$ cat src/rtl/int_exec_pipe.sv
// Integer execute pipe (RV32I/RV64I reg-reg/reg-imm ops), STAGES cycles latency, 1 op/cycle; INT_EXEC_ZICOND_EN adds czero.eqz/nez.
// Valid/ready backpressure with bubble collapse; output held while o_valid && !i_ready; i_flush kills all in-flight ops.
module int_exec_pipe #(
  parameter int XLEN    = 32,
  parameter int STAGES  = 1,
  parameter int WADDR_W = 5,
`ifdef INT_EXEC_ZICOND_EN
  localparam int OP_W   = 12
`else
  localparam int OP_W   = 10
`endif
) (
  input  logic               clk,
  input  logic               rstn,
  input  logic               i_flush,
  input  logic               i_valid,
  output logic               o_ready,
  input  logic [OP_W-1:0]    i_op,
  input  logic [XLEN-1:0]    i_src1,
  input  logic [XLEN-1:0]    i_src2,
  input  logic [WADDR_W-1:0] i_waddr,
  output logic               o_valid,
  input  logic               i_ready,
  output logic [XLEN-1:0]    o_res,
  output logic [WADDR_W-1:0] o_waddr,
  output logic               o_we,
  output logic               o_illegal,
  output logic               o_busy
);

  localparam int SH_W = $clog2(XLEN);

  typedef struct packed {
    logic [XLEN-1:0]    res;
    logic [WADDR_W-1:0] waddr;
    logic               ill;
  } stage_t;

  stage_t            st_q [STAGES];
  logic [STAGES-1:0] v_q;
  logic [STAGES-1:0] ld;
  logic              op_onehot;
  logic [SH_W-1:0]   shamt;
  logic [XLEN-1:0]   alu_res;
  logic              in_xfer;

  assign shamt     = i_src2[SH_W-1:0];
  assign op_onehot = (i_op != '0) && ((i_op & (i_op - OP_W'(1))) == '0);

  always_comb begin
    alu_res = '0;
    if (op_onehot) begin
      case (1'b1)
        i_op[0]: alu_res = i_src1 + i_src2;
        i_op[1]: alu_res = i_src1 - i_src2;
        i_op[2]: alu_res = {{(XLEN-1){1'b0}}, ($signed(i_src1) < $signed(i_src2))};
        i_op[3]: alu_res = {{(XLEN-1){1'b0}}, (i_src1 < i_src2)};
        i_op[4]: alu_res = i_src1 ^ i_src2;
        i_op[5]: alu_res = i_src1 | i_src2;
        i_op[6]: alu_res = i_src1 & i_src2;
        i_op[7]: alu_res = i_src1 << shamt;
        i_op[8]: alu_res = i_src1 >> shamt;
        i_op[9]: alu_res = $unsigned($signed(i_src1) >>> shamt);
`ifdef INT_EXEC_ZICOND_EN
        i_op[10]: alu_res = (i_src2 == '0) ? '0 : i_src1;
        i_op[11]: alu_res = (i_src2 != '0) ? '0 : i_src1;
`endif
        default: alu_res = '0;
      endcase
    end
  end

  // A stage may load if it, or any later stage, is empty, or the output is being taken.
  always_comb begin : ready_chain
    logic acc;
    acc = i_ready;
    ld  = '0;
    for (int k = STAGES - 1; k >= 0; k--) begin
      acc   = acc | ~v_q[k];
      ld[k] = acc;
    end
  end

  assign o_ready = ld[0];
  assign in_xfer = i_valid && ld[0];

  always_ff @(posedge clk) begin
    if (!rstn) begin
      v_q <= '0;
      for (int k = 0; k < STAGES; k++) st_q[k] <= '0;
    end else begin
      if (ld[0]) begin
        v_q[0] <= in_xfer;
        if (in_xfer) st_q[0] <= '{res: alu_res, waddr: i_waddr, ill: !op_onehot};
      end
      for (int k = 1; k < STAGES; k++) begin
        if (ld[k]) begin
          v_q[k] <= v_q[k-1];
          if (v_q[k-1]) st_q[k] <= st_q[k-1];
        end
      end
      if (i_flush) v_q <= '0;
    end
  end

  assign o_valid   = v_q[STAGES-1];
  assign o_res     = st_q[STAGES-1].res;
  assign o_waddr   = st_q[STAGES-1].waddr;
  assign o_illegal = v_q[STAGES-1] && st_q[STAGES-1].ill;
  assign o_we      = v_q[STAGES-1] && (st_q[STAGES-1].waddr != '0);
  assign o_busy    = |v_q;

endmodule

$ cat config.mk
export PLATFORM = sky130hd
export DESIGN_NAME = int_exec_pipe
export DESIGN_NICKNAME = d
export VERILOG_FILES = /design/src/rtl/int_exec_pipe.sv
export SDC_FILE = /design/constraint.sdc
export NUM_CORES = 1
export LEC_CHECK = 0
export CORE_UTILIZATION = 35
export CTS_CLUSTER_SIZE = 40
export DETAILED_ROUTE_END_ITERATION = 10
export DONT_BUFFER_PORTS = 1
export HOLD_SLACK_MARGIN = 0.1
export PLACE_DENSITY = 0.51
export SLEW_MARGIN = 20
export SYNTH_ARGS = -nofsm -noshare
export SYNTH_HDL_FRONTEND = slang
export SYNTH_SLANG_ARGS = --single-unit
$ cat constraint.sdc
create_clock -name clk -period 12.25 [get_ports clk]
set_input_delay 1.225 -clock clk [delete_from_list [all_inputs] [get_ports clk]]
set_output_delay 1.225 -clock clk [all_outputs]
set_load 0.02 [all_outputs]
# After elaboration in Yosys (flattened, before gate mapping)
# Memories as Yosys holds them, arrays and structs flattened.
# Index checks and enable logic that the tools add are counted.
[classes]
add_sub_neg = 3
order_cmp = 2
shift = 3
muxes = 18
bitwise_logic = 7
reduce_logical = 10
[op_table]
columns = ["cell", "n"]
rows = [
  ["2-to-1 mux 32 bit", 11],
  ["< comparator 32 bit", 2],
  ["2-to-1 mux 38 bit", 1],
  ["OR reduction 38 bit", 1],
  ["adder 32 bit", 1],
  ["bitwise AND 32 bit", 1],
  ["OR 32 bit", 1],
  ["<< shifter 32 x 5 -> 32 bit", 1],
  [">> shifter 32 x 5 -> 32 bit", 1],
  [">>> shifter 32 x 5 -> 32 bit", 1],
  ["subtractor 32 bit", 1],
  ["bitwise XOR 32 bit", 1],
  ["bitwise AND 10 bit", 1],
  ["zero test 10 bit", 1],
  ["nonzero test 10 bit", 1],
  ["subtractor 10 x 1 -> 10 bit (second input constant)", 1],
  ["2-to-1 mux 1 bit", 6],
  ["nonzero test 5 bit", 1],
  ["logical AND 1 bit", 4],
  ["inverter 1 bit", 2],
  ["OR reduction 2 bit", 1],
  ["zero test 1 bit", 1],
  ["OR 1 bit", 1],
]
[totals]
register_bits = 1
ram_bits = 38
in_bits = 84
out_inout_bits = 42
word_cells = 45
mem_count = 1
[memory_table]
columns = ["name", "words", "width", "rd", "rd_clocked_by_memory_dff", "write_ports", "line_no", "source"]
rows = [
  ["st_q", 1, 38, 1, 0, 1, "39", "stage_t st_q [STAGES];"],
]

# Depth between registers and ports, before layout
# Gate-level depths: netlist of the first run.
[logic_depth]
depth_word = 13
depth_mapped = 18
depth_no_buf = 13

# Least setup slack after synthesis of the first run
# OpenSTA, ideal clock, no wires.
[synth_timing]
path_type = "input to register"
from = "input port i_src2[2]"
to = "memory st_q[0][36] in the netlist's numbering, data pin"
setup_time_ps = 180
t_arrival_ps = 4597
t_required_ps = 12070
setup_slack_ps = 7473
path_stages = 17
n_path_buf = 5
path_cell_list = "inv_1 -> buf_2 -> buf_2 -> buf_2 -> buf_2 -> ha_1 -> buf_2 -> nand2b_1 -> a21oi_1 -> a2bb2oi_1 -> a31o_2 -> a21o_1 -> a221o_1 -> a221oi_1 -> o41ai_1 -> xnor2_1 -> a221oi_1"
[synth_via]
elab_chain_len = 13
word_cells_on_any_way = 17
cone_classes = "2 x add/sub; 3 x shift; 12 x mux"
[synth_lines]
columns = ["element", "line_no", "source"]
rows = [
  ["from (decl)", "20", "input logic [XLEN-1:0] i_src2,"],
  [">>> shifter 32 x 5 -> 32 bit", "63", "i_op[9]: alu_res = $unsigned($signed(i_src1) >>> shamt);"],
  ["2-to-1 mux 32 bit (9 in a row)", "53", "case (1'b1)"],
  ["2-to-1 mux 32 bit *", "53", ""],
  ["2-to-1 mux 32 bit *", "52", "if (op_onehot) begin"],
  ["2-to-1 mux 38 bit (no source line) *", "n/a", ""],
  ["to (decl)", "39", ""],
]
# Mark *: on every way between the ends. The rest lies on a longest branch, timed or not.

# Worst setup path after layout of the first run
[layout_timing]
from = "input port i_src2[1]"
to = "memory st_q[0][36] in the netlist's numbering, data pin"
# Same word-level chain as after synthesis.

==> summary.md, run 1 <==
| Metric | Value |
|---|---|
| Status | finished clean |
| Maximum cell stage delay along the critical path | 0.71 ns |
| Antenna diode instance count | 0 |
| Max_slew headroom | a little under a third |
| Port Buffer Count | 0 |
| First element of the critical path | i_src2[1] |
| Required time at the worst-slack endpoint | 12.37 ns |
| Startpoint type of the worst setup path | input pin |
| CORE AREA | 30700 um^2 |
| Deepest level of the CTS H-tree | 2 |
| Antenna violations before repair | 0 |
| Critical Path Fanout Max | 60 |
| Overall overflow remaining after global route | 0 |
| Syn Area/Cell | approximately 7.2 um^2 |
| Clock sinks | 39 |
| Number of fill cells in the layout | 3285 |
| Xor/xnor share of the synthesized area | 1.84% |
| Die Span X | roughly 180 um |
| Overall global routing resource usage | 30.2% |
| Synth top cells by count | 188 x sky130_fd_sc_hd__nor2_1, 142 x sky130_fd_sc_hd__a21oi_1, 130 x sky130_fd_sc_hd__nand2_1 |
| Maximum Capacitance Violations | 0 |
| # rows | 64 |
| Clock network latency to the later pin of the worst-skew pair | roughly 0.30 ns |
| Share of cells above drive strength 1 | 7.05% |
| Total Nets Final | about 1600 |
| Initial core utilization | 35.7% |
| HPWL reported at the end of detailed placement | 37.5 mm |
| # resized after CTS | 0 |
| Worst vdd rail ir drop | ~0.064 mV |
| Most area-consuming cells after synthesis | sky130_fd_sc_hd__ha_1 11%, sky130_fd_sc_hd__edfxtp_1 10%, sky130_fd_sc_hd__a21oi_1 6.5% |
| RSZ-0062 raised after global routing | false |
| Largest family of logic cells by synthesized area | compound AO/OA/AOI/OAI gates |
| Post-synthesis share of cell area spent on and, or, nand and nor gates | approximately 18% |
| Cell taking the most area after synthesis | sky130_fd_sc_hd__ha_1 |
| Internal power consumption | 0.000410 W |
| Residual DRC | 0 |
| CP endpoint kind | flip-flop |
| Timing-limited maximum frequency | 214 MHz |
| Post-CTS Repair Setup Buffers | 0 |
| Post-Route Skew | 0.00740 ns |
| Height of the die | 179 um |
| Worst R2R Start | o_busy$_SDFFE_PP0N_ |
| Worst path arrival time | 4.79 ns |
| Minimum period implied by the final worst setup slack | 4.67 ns |
| Share of power burned in combinational logic | a little under three fifths |
| First-pass GRT wire length | 71.4 mm |
| Most used flip-flop cell after synthesis | sky130_fd_sc_hd__edfxtp_1 |
| Clock Root Buffer | sky130_fd_sc_hd__clkbuf_16 |
| Sequential share of power | 22.5% |
| Yosys Warn Count | 0 |
| Share of Yosys cell area claimed by the top area cell type | 11.2% |
| Setup WS pre-CTS | 7.33 ns |
| Setup CP Type | input pin to flip-flop |
| Power density cells | roughly 68 nW/um^2 |
| Length of the first detailed-routing pass in iterations | 7 |
| Clock slew seen by the registers of the worst setup and hold paths | 0.06 ns |
| Overall power of the completed layout | 0.000736 W |
| Cell area after placement | 10700 um^2 |
| Proportion of synthesized area in mux cells | 13.7% |
| Pin count of the biggest net entering global routing | 87 |
| Number of hold buffers added after CTS | 0 |
| Synth Net Count | 1714 |
| Net switching power | 0.000326 W |
| Number of max-slew violations in the final report | 0 |
| Die ar. | 32000 um^2 |
| Final Instance Area | between 10000 and 15000 um^2 |
| Post-synth EDFFs | 38 |
| Proportion of power drawn by the clock network | 21.4% |
| Portion of the clock cycle consumed by the worst path in the final layout | 38.2% |
| Library cell with the highest instance count after synthesis | sky130_fd_sc_hd__nor2_1 |
| Total of flip-flops plus latches after synthesis | 39 |
| Vias in the first global route | ~11000 |
| Count of different cell masters after synthesis | 86 |
| Number of endpoints with negative hold slack in the final report | 0 |
| Launch point of the worst hold path | i_flush |
| Final-report setup violation count | 0 |
| Chain of cells forming the critical path | inv_2 -> fa_1 -> nand2b_1 -> a21oi_1 -> a2bb2oi_1 -> a31o_2 -> a21o_1 -> a221o_1 -> a221oi_1 -> o41ai_1 -> xnor2_1 -> a221oi_1 |
| Share of total power consumed by net switching | 44.3% |
| Post-route setup slack | 7.58 ns |
| Antenna-violating nets left | 0 |
| Leakage power | 4.31 nW |
| I/O pin cnt | 126 |
| Share of synthesized area occupied by flip-flops and latches | 10.6% |
| CTS max path bufs | 2 |
| Wirelength per Cell | 27.4 um |
| Final hold slack | 1.00 ns |
| Routability cong. | 1.01 |
| Critical path's most frequent cell | sky130_fd_sc_hd__a221oi_1 |
| Inserted Clock Buffers | 5 |
| Synthesis-to-layout area growth | -0.708% |
| Drt initial violations | 1585 |
| CP max stage cell | sky130_fd_sc_hd__inv_2 |
| Compound-Gate Fraction of Synth Area | 33.1% |
| Least-Margin Pin Slew | about 1 ns |
| FFs w/ async S/R, synth | 0% |
| Final sum of negative setup slack | 0 ns |
| Min-delay worst type | input pin to flip-flop |
| Clock tree from TritonCTS | built |
| Adder and majority gate portion of the synthesized area | 11.6% |
| Routed via count divided by cell count | ~6.6 |
| Netlist area before placement | 11000 um^2 |
| Via count of the routed design | about 12000 |
| Total wire length after detailed routing | just under 50 mm |
| Post-synthesis instance total | 1530 |
[per-stage QoR]
step	instances	utilization, %
floorplan	1530	-
global placement	1778	34.9
detailed placement	1778	34.9
CTS	1786	35.5
global route	1786	35.5
finish	1786	35.5
[power by group through the flow]
stage	Combinational (W)	Sequential (W)	Clock, W
2_1_floorplan	0.000336	0.000158	0
3_3_place_gp	0.000402	0.000168	0
3_5_place_dp	0.000400	0.000168	0
4_1_cts	0.000402	0.000165	0.000162
5_1_grt	0.000444	0.000167	0.000166
6_report	0.000413	0.000165	0.000157
[logic make-up (layout without fill, tap and decap cells)]
group / after synthesis / in the layout
buf+inv: 262 / 122
fa+ha+maj: 101 / 101
flops: 39 / 39
simple gates: 444 / 444
compound gates: 552 / 552
xor+xnor: 23 / 23
mux: 109 / 109
[cells in the final DEF (no fill, tap or decap), types with 15 or more instances in the layout]
cell type | Yosys | routed
sky130_fd_sc_hd__a21oi_1 | 142 | 142
sky130_fd_sc_hd__o22ai_1 | 15 | 15
sky130_fd_sc_hd__a31oi_1 | 21 | 21
sky130_fd_sc_hd__nand2_1 | 130 | 129
sky130_fd_sc_hd__mux4_2 | 30 | 30
sky130_fd_sc_hd__ha_1 | 98 | 98
sky130_fd_sc_hd__o21ai_0 | 127 | 127
sky130_fd_sc_hd__o211ai_1 | 24 | 24
sky130_fd_sc_hd__nor2_1 | 188 | 188
sky130_fd_sc_hd__xnor2_1 | 20 | 20
sky130_fd_sc_hd__mux2i_1 | 48 | 48
sky130_fd_sc_hd__inv_1 | 105 | 105
sky130_fd_sc_hd__a211oi_1 | 36 | 36
sky130_fd_sc_hd__edfxtp_1 | 38 | 38
sky130_fd_sc_hd__a221oi_1 | 24 | 24
sky130_fd_sc_hd__mux2_2 | 31 | 31
sky130_fd_sc_hd__nand3_1 | 27 | 27
sky130_fd_sc_hd__nor3_1 | 19 | 19
sky130_fd_sc_hd__a21o_1 | 17 | 17
[worst max-delay path, delay by kind of cell]
kind | cells | cell delay [ns]
buffers and inverters | 1 | 0.71
AO/OA/AOI/OAI | 8 | 2.13
XOR/XNOR | 1 | 0.15
AND/OR/NAND/NOR | 1 | 0.15
adder cells (fa/ha/maj) | 1 | 0.40
[cell type report]
cell class                 count  area, um^2  area share (%)
clock buffer                   6         139            1.28
clock inverter                 2        35.0           0.322
inverter                     108         405            3.73
multi-input combinational   1229        8600            79.0
sequential                    39        1160            10.7
tap                          396         495            4.55
timing repair buffer           6        45.0           0.414
[state kept, by name (all words and copies together), names as in the netlist]
register and flops:
st_q 38, o_busy 1
[routing by layer]
layer / global-route usage, % / share of wire, %
met1: 43.7 / 44
met2: 46.4 / 45
met3: 3.31 / 8.7
met4: 9.04 / 2.7
met5: 0 / 0
[final timing paths]
kind	end	slack, ns	depth (start not counted)
worst max register to register	st_q[0][37]$_SDFFCE_PN0P_	9.63	6
worst max-delay path	st_q[0][36]$_SDFFCE_PN0P_	7.58	12
worst min-delay path	o_busy$_SDFFE_PP0N_	1.00	1
worst min register to register	o_busy$_SDFFE_PP0N_	1.08	3
Power figures use the tool's default switching activity.
==> run 2: changes to the inputs <==
--- a/config.mk
+++ b/config.mk
@@ -10,7 +10,7 @@
 export DETAILED_ROUTE_END_ITERATION = 10
 export DONT_BUFFER_PORTS = 1
 export HOLD_SLACK_MARGIN = 0.1
-export PLACE_DENSITY = 0.51
+export PLACE_DENSITY = 0.53
 export SLEW_MARGIN = 20
 export SYNTH_ARGS = -nofsm -noshare
 export SYNTH_HDL_FRONTEND = slang
==> constraint.sdc (replaced) <==
create_clock -name clk -period 4.3 [get_ports clk]
set_input_delay 0.43 -clock clk [delete_from_list [all_inputs] [get_ports clk]]
set_output_delay 0.43 -clock clk [all_outputs]
set_load 0.02 [all_outputs]
==> summary.md, run 2 (synthesized netlist as in run 1, its figures left out) <==
| Metric | Value |
|---|---|
| Sequential cell area | 1160 um^2 |
| Chain of cells forming the critical path | inv_1 -> ha_1 -> fa_1 -> o21bai_1 -> a2111o_1 -> nand2_1 -> a211oi_1 -> and4_1 -> or2_1 -> nor4_1 -> a221oi_1 -> mux2i_1 -> a221oi_1 |
| Net switching power | 0.000941 W |
| Most frequent cells in the layout | 188 x sky130_fd_sc_hd__nor2_1, 142 x sky130_fd_sc_hd__a21oi_1, 129 x sky130_fd_sc_hd__nand2_1 |
| Final-report setup violation count | 0 |
| Post-Route Skew | 0.00615 ns |
| Timing-limited maximum frequency | between 200 and 300 MHz |
| CTS max path bufs | 2 |
| Proportion of power drawn by the clock network | 20.6% |
| Worst path arrival time | 3.57 ns |
| Initial core utilization | a little over a third |
| Number of hold buffers added after CTS | 0 |
| Worst R2R Start | o_busy$_SDFFE_PP0N_ |
| Cell area after placement | 10900 um^2 |
| Number of endpoints with negative hold slack in the final report | 0 |
| Die Span X | 179 um |
| Most flops, register | st_q |
| HPWL reported at the end of detailed placement | approximately 38 mm |
| Min-delay worst type | input pin to flip-flop |
| Clock network latency to the later pin of the worst-skew pair | a little under 0.3 ns |
| Reg2Reg Depth | 6 |
| CP max stage cell | sky130_fd_sc_hd__a211oi_1 |
| Port Buffer Count | 0 |
| Least-Margin Pin Slew | 1.02 ns |
| Max reg flops | 38 |
| RSZ-0062 raised after global routing | false |
| Overall overflow remaining after global route | 0 |
| Final Instance Area | roughly 11000 um^2 |
| Inserted Clock Buffers | 5 |
| Antenna-violating nets left | 0 |
| Setup WS pre-CTS | between 0.5 and 0.6 ns |
| Wirelength per Cell | 27.6 um |
| Max_slew headroom | 30.3% |
| Worst Hold End | o_busy$_SDFFE_PP0N_ |
| Number of fill cells in the layout | 3315 |
| Status | finished clean |
| Sequential share of power | 22.4% |
| Worst vdd rail ir drop | 0.199 mV |
| Area of the multi-input gates | 8600 um^2 |
| Die ar. | 32000 um^2 |
| First element of the critical path | i_src1[0] |
| Critical path's most frequent cell | sky130_fd_sc_hd__a221oi_1 |
| Number of max-slew violations in the final report | 0 |
| Internal power consumption | around 0.0012 W |
| First-pass GRT wire length | about 73 mm |
| Power density cells | around 190 nW/um^2 |
| Clock tree from TritonCTS | built |
| Required time at the worst-slack endpoint | about 4.3 ns |
| Launch point of the worst hold path | i_flush |
| # resized after CTS | 0 |
| Share of power burned in combinational logic | around 57% |
| Total wire length after detailed routing | 49.9 mm |
| Final Non-Filler Cells | 1807 |
| Final sum of negative setup slack | 0 ns |
| Length of the first detailed-routing pass in iterations | 8 |
| Pin count of the biggest net entering global routing | between 80 and 90 |
| Post-CTS Repair Setup Buffers | 0 |
| CORE AREA | 30700 um^2 |
| Share of total power consumed by net switching | ~45% |
| CP endpoint kind | flip-flop |
| Deepest level of the CTS H-tree | 2 |
| Antenna violations before repair | 2 |
| Routed via count divided by cell count | approximately 6.6 |
| Residual DRC | 0 |
| Critical Path Fanout Max | 6 |
| Startpoint type of the worst setup path | input pin |
| Synthesis-to-layout area growth | 0.593% |
| R2r setup slk | between 1.5 and 2 ns |
| Final hold slack | 0.204 ns |
| Post-route setup slack | about 0.77 ns |
| Most common cell after layout, fill and taps aside | sky130_fd_sc_hd__nor2_1 |
| Setup CP Type | input pin to flip-flop |
| Post-Place Cells | between 1500 and 2000 |
| Minimum period implied by the final worst setup slack | roughly 3.5 ns |
| # rows | 64 |
| I/O pin cnt | 126 |
| Maximum cell stage delay along the critical path | 0.62 ns |
| Portion of the clock cycle consumed by the worst path in the final layout | roughly 80% |
| Count of cells along the worst hold path | 1 |
| Total Nets Final | 1592 |
| Via count of the routed design | 11900 |
| Drt initial violations | approximately 1600 |
| Routability cong. | 0.985 |
| Height of the die | 179 um |
| Endpoint of the worst-slack reg-to-reg timing path | st_q[0][37]$_SDFFCE_PN0P_ |
| Clock Root Buffer | sky130_fd_sc_hd__clkbuf_16 |
| Leakage power | 4.40 nW |
| Vias in the first global route | 10800 |
| Overall global routing resource usage | 30.8% |
| Clock sinks | 39 |
| Share of cells above drive strength 1 | between 8 and 9% |
| Maximum Capacitance Violations | 0 |
| Clock slew seen by the registers of the worst setup and hold paths | 0.06 ns |
## run 2: per-layer routing
layer  vias to the layer above  global-route usage (%)  wire length, um  part of all wire [%]
li1                       5376                       -                -                     -
met4                         2                    10.9             1610                   3.2
met3                        78                    4.64             4760                   9.5
met2                       700                    46.7            21900                    44
met5                         -                       0               13                 0.026
met1                      5716                    43.7            21700                    43
## run 2: how the worst max path moves through the flow
stage / endpoint / slack (ns) / cells after the start
finish: st_q[0][36]$_SDFFCE_PN0P_ / 0.77 / 13
detailed placement: st_q[0][36]$_SDFFCE_PN0P_ / 0.55 / 13
global placement: st_q[0][32]$_SDFFCE_PN0P_ / 0.62 / 13
floorplan: st_q[0][36]$_SDFFCE_PN0P_ / 0.32 / 17
CTS: st_q[0][36]$_SDFFCE_PN0P_ / 0.86 / 13
global route: st_q[0][36]$_SDFFCE_PN0P_ / 0.58 / 13
## run 2: cell type report
| class | instances | area share, % |
|---|---|---|
| multi-input cells | 1229 | 78.0 |
| clock inverters | 3 | 0.397 |
| inverters | 108 | 3.68 |
| clock buffers | 5 | 1.13 |
| well taps | 396 | 4.49 |
| diodes | 2 | 0.0454 |
| repair buffers | 25 | 1.70 |
| flip-flops and latches | 39 | 10.5 |
## run 2: worst max-delay path: cells and delay by family
kind | cells | cell delay (ns)
AO/OA/AOI/OAI | 5 | 1.43
AND/OR/NAND/NOR | 4 | 0.79
adder cells (fa/ha/maj) | 2 | 0.64
multiplexers | 1 | 0.22
buffers and inverters | 1 | 0.05
## run 2: power groups by stage
stage                     registers (W)  logic (W)  clock network [W]
after floorplan                0.000450   0.000957                  0
after global placement         0.000479    0.00117                  0
after CTS                      0.000471    0.00117           0.000451
after global routing           0.000475    0.00129           0.000466
after detailed placement       0.000479    0.00116                  0
final                          0.000471    0.00120           0.000435
## run 2: through the flow
stage / util, % / total power (W)
6_report: 35.9 / 0.00211
5_1_grt: 35.9 / 0.00223
4_1_cts: 35.9 / 0.00209
3_5_place_dp: 35.4 / 0.00164
3_3_place_gp: 35.4 / 0.00165
2_1_floorplan: - / 0.00141
==> run 3: changes to the inputs <==
==> constraint.sdc (replaced) <==
create_clock -name clk -period 3.1 [get_ports clk]
set_input_delay 0.31 -clock clk [delete_from_list [all_inputs] [get_ports clk]]
set_output_delay 0.31 -clock clk [all_outputs]
set_load 0.02 [all_outputs]
==> summary.md, run 3 (synthesized netlist as in run 1, its figures left out) <==
| Metric | Value |
|---|---|
| Area of the multi-input gates | 8720 um^2 |
| Clock Root Buffer | sky130_fd_sc_hd__clkbuf_16 |
| Length of the first detailed-routing pass in iterations | 6 |
| Busiest layer in global routing | met2 |
| Startpoint type of the worst setup path | input pin |
| Clock sinks | 39 |
| Max reg flops | 38 |
| Required time at the worst-slack endpoint | 3.22 ns |
| RSZ-0062 raised after global routing | false |
| CP endpoint kind | flip-flop |
| Minimum period implied by the final worst setup slack | 2.93 ns |
| Min-delay worst type | input pin to flip-flop |
| Pin count of the biggest net entering global routing | 87 |
| Timing-limited maximum frequency | 342 MHz |
| Overall global routing resource usage | 31.4% |
| Worst path arrival time | 3.05 ns |
| GRT met2 Usage | 49.1% |
| Setup WS pre-CTS | -0.151 ns |
| Die Span X | approximately 180 um |
| Share of cells above drive strength 1 | 17.0% |
| Post-route setup slack | roughly 0.17 ns |
| CORE AREA | ~31000 um^2 |
| Inserted Clock Buffers | 5 |
| Deepest level of the CTS H-tree | 2 |
| Overall overflow remaining after global route | 0 |
| Most common cell after layout, fill and taps aside | sky130_fd_sc_hd__nor2_1 |
| Status | finished clean |
| Most flops, register | st_q |
| Routability cong. | 1.04 |
| Total Nets Final | 1716 |
| Antenna-violating nets left | 0 |
| Utilization after layout | 39.4% |
| GR met3 Demand/Resource | about 3.7% |
| Drt initial violations | 1571 |
| First-pass GRT wire length | ~75 mm |
| # rows | 64 |
| Residual DRC | 0 |
| Number of endpoints with negative hold slack in the final report | 0 |
| Vias in the first global route | 11700 |
| Routed via count divided by cell count | 6.41 |
| Antenna violations before repair | 1 |
| Worst vdd rail ir drop | between 0.15 and 0.2 mV |
| Power density cells | roughly 260 nW/um^2 |
| Synthesis-to-layout area growth | 10.2% |
| Maximum Capacitance Violations | 0 |
| HPWL reported at the end of detailed placement | slightly below 40 mm |
| Port Buffer Count | 0 |
| I/O pin cnt | 126 |
| Final-report setup violation count | 0 |
| Number of max-slew violations in the final report | 0 |
| Max_slew headroom | 39.0% |
| Height of the die | 179 um |
| Die ar. | 32000 um^2 |
| Portion of the clock cycle consumed by the worst path in the final layout | a little over nine tenths |
| Post-Route Skew | approximately 0.0032 ns |
| Setup CP Type | input pin to flip-flop |
| Leakage power | 5.02 nW |
| Met1 layer usage reported by global route | 44.1% |
| Total wire length after detailed routing | 50.5 mm |
| Sequential cell area | 1160 um^2 |
| Antenna diode instance count | 0 |
| Cell area after placement | 11900 um^2 |
| Initial core utilization | a little over a third |
| Least-Margin Pin Slew | 0.911 ns |
| Clock tree from TritonCTS | built |
| Most frequent cells in the layout | 188 x sky130_fd_sc_hd__nor2_1, 147 x sky130_fd_sc_hd__buf_4, 140 x sky130_fd_sc_hd__a21oi_1 |
| CTS max path bufs | 2 |
| Number of fill cells in the layout | 3250 |
| Wirelength per Cell | about 26 um |
| Clock network latency to the later pin of the worst-skew pair | 0.30 ns |
| Clock slew seen by the registers of the worst setup and hold paths | 0.06 ns |
| Final Instance Area | 12100 um^2 |
| Critical Path Fanout Max | between 80 and 90 |
| Via count of the routed design | 12400 |
run 3: cell types whose count changed in the layout (fill, tap and decap cells not counted), sizes merged:
cell         previous run  this run
buf                    25       148
clkinvlp                0         1
diode                   2         0
dlygate4sd3             0         1
inv                   108       107
run 3: cell type report:
cell class	count	share of cell area, %
Tap cell	396	4.10
Timing Repair Buffer	149	9.38
Clock inverter	3	0.321
Sequential cell	39	9.61
Clock buffer	5	1.04
Multi-Input combinational cell	1229	72.2
Inverter	108	3.39
run 3: repair_timing:
action	CTS	global route
resized for setup	0	6
hold buffers	1	0
setup endpoints to repair	0	5
setup buffers	0	1
endpoints found under the hold margin	1	0
run 3: path summary, 6_finish.rpt:
kind | slack (ns) | cells past startpoint | start | end
worst min register to register | 0.83 | 3 | o_busy$_SDFFE_PP0N_ | o_busy$_SDFFE_PP0N_
worst max-delay path | 0.17 | 14 | i_src2[0] | st_q[0][34]$_SDFFCE_PN0P_
worst max register to register | 1.02 | 8 | o_busy$_SDFFE_PP0N_ | st_q[0][37]$_SDFFCE_PN0P_
worst min-delay path | 0.18 | 1 | rstn | o_busy$_SDFFE_PP0N_
run 3: metal layers:
layer  part of all wire [%]  wire [um]  up-vias
li1                       -          -     5615
met2                     45      22500      687
met5                  0.028         14        -
met3                    8.6       4360       97
met1                     43      21900     5956
met4                    3.4       1690        2
run 3: power by group:
| group | internal [W] | leakage, nW | switching, W |
|---|---|---|---|
| Sequential | 0.000609 | 0.428 | 0.0000432 |
| Combinational | 0.000789 | 4.52 | 0.00109 |
| Clock | 0.000375 | 0.0812 | 0.000215 |
run 3: worst max-delay path: stages:
cell and delay (ns):
sky130_fd_sc_hd__ha_1 0.19, sky130_fd_sc_hd__inv_1 0.08, sky130_fd_sc_hd__fa_1 0.39, sky130_fd_sc_hd__nand2b_1 0.20, sky130_fd_sc_hd__a21oi_2 0.18, sky130_fd_sc_hd__a2bb2oi_2 0.21, sky130_fd_sc_hd__a31o_2 0.21, sky130_fd_sc_hd__buf_4 0.13
sky130_fd_sc_hd__and3_1 0.17, sky130_fd_sc_hd__o21ai_0 0.20, sky130_fd_sc_hd__o311ai_1 0.34, sky130_fd_sc_hd__xnor2_1 0.16, sky130_fd_sc_hd__nand2_1 0.07, sky130_fd_sc_hd__a41oi_1 0.18
run 3: through the flow:
step                      power (W)  std cells  TNS (ns)  hold slack (ns)
after global placement      0.00248       1919    -0.372            0.394
after CTS                   0.00308       1928         0            0.172
after floorplan             0.00198       1530    -0.981            0.386
final                       0.00312       1929         0            0.179
after detailed placement    0.00248       1919    -0.660            0.397
after global routing        0.00331       1929         0            0.179
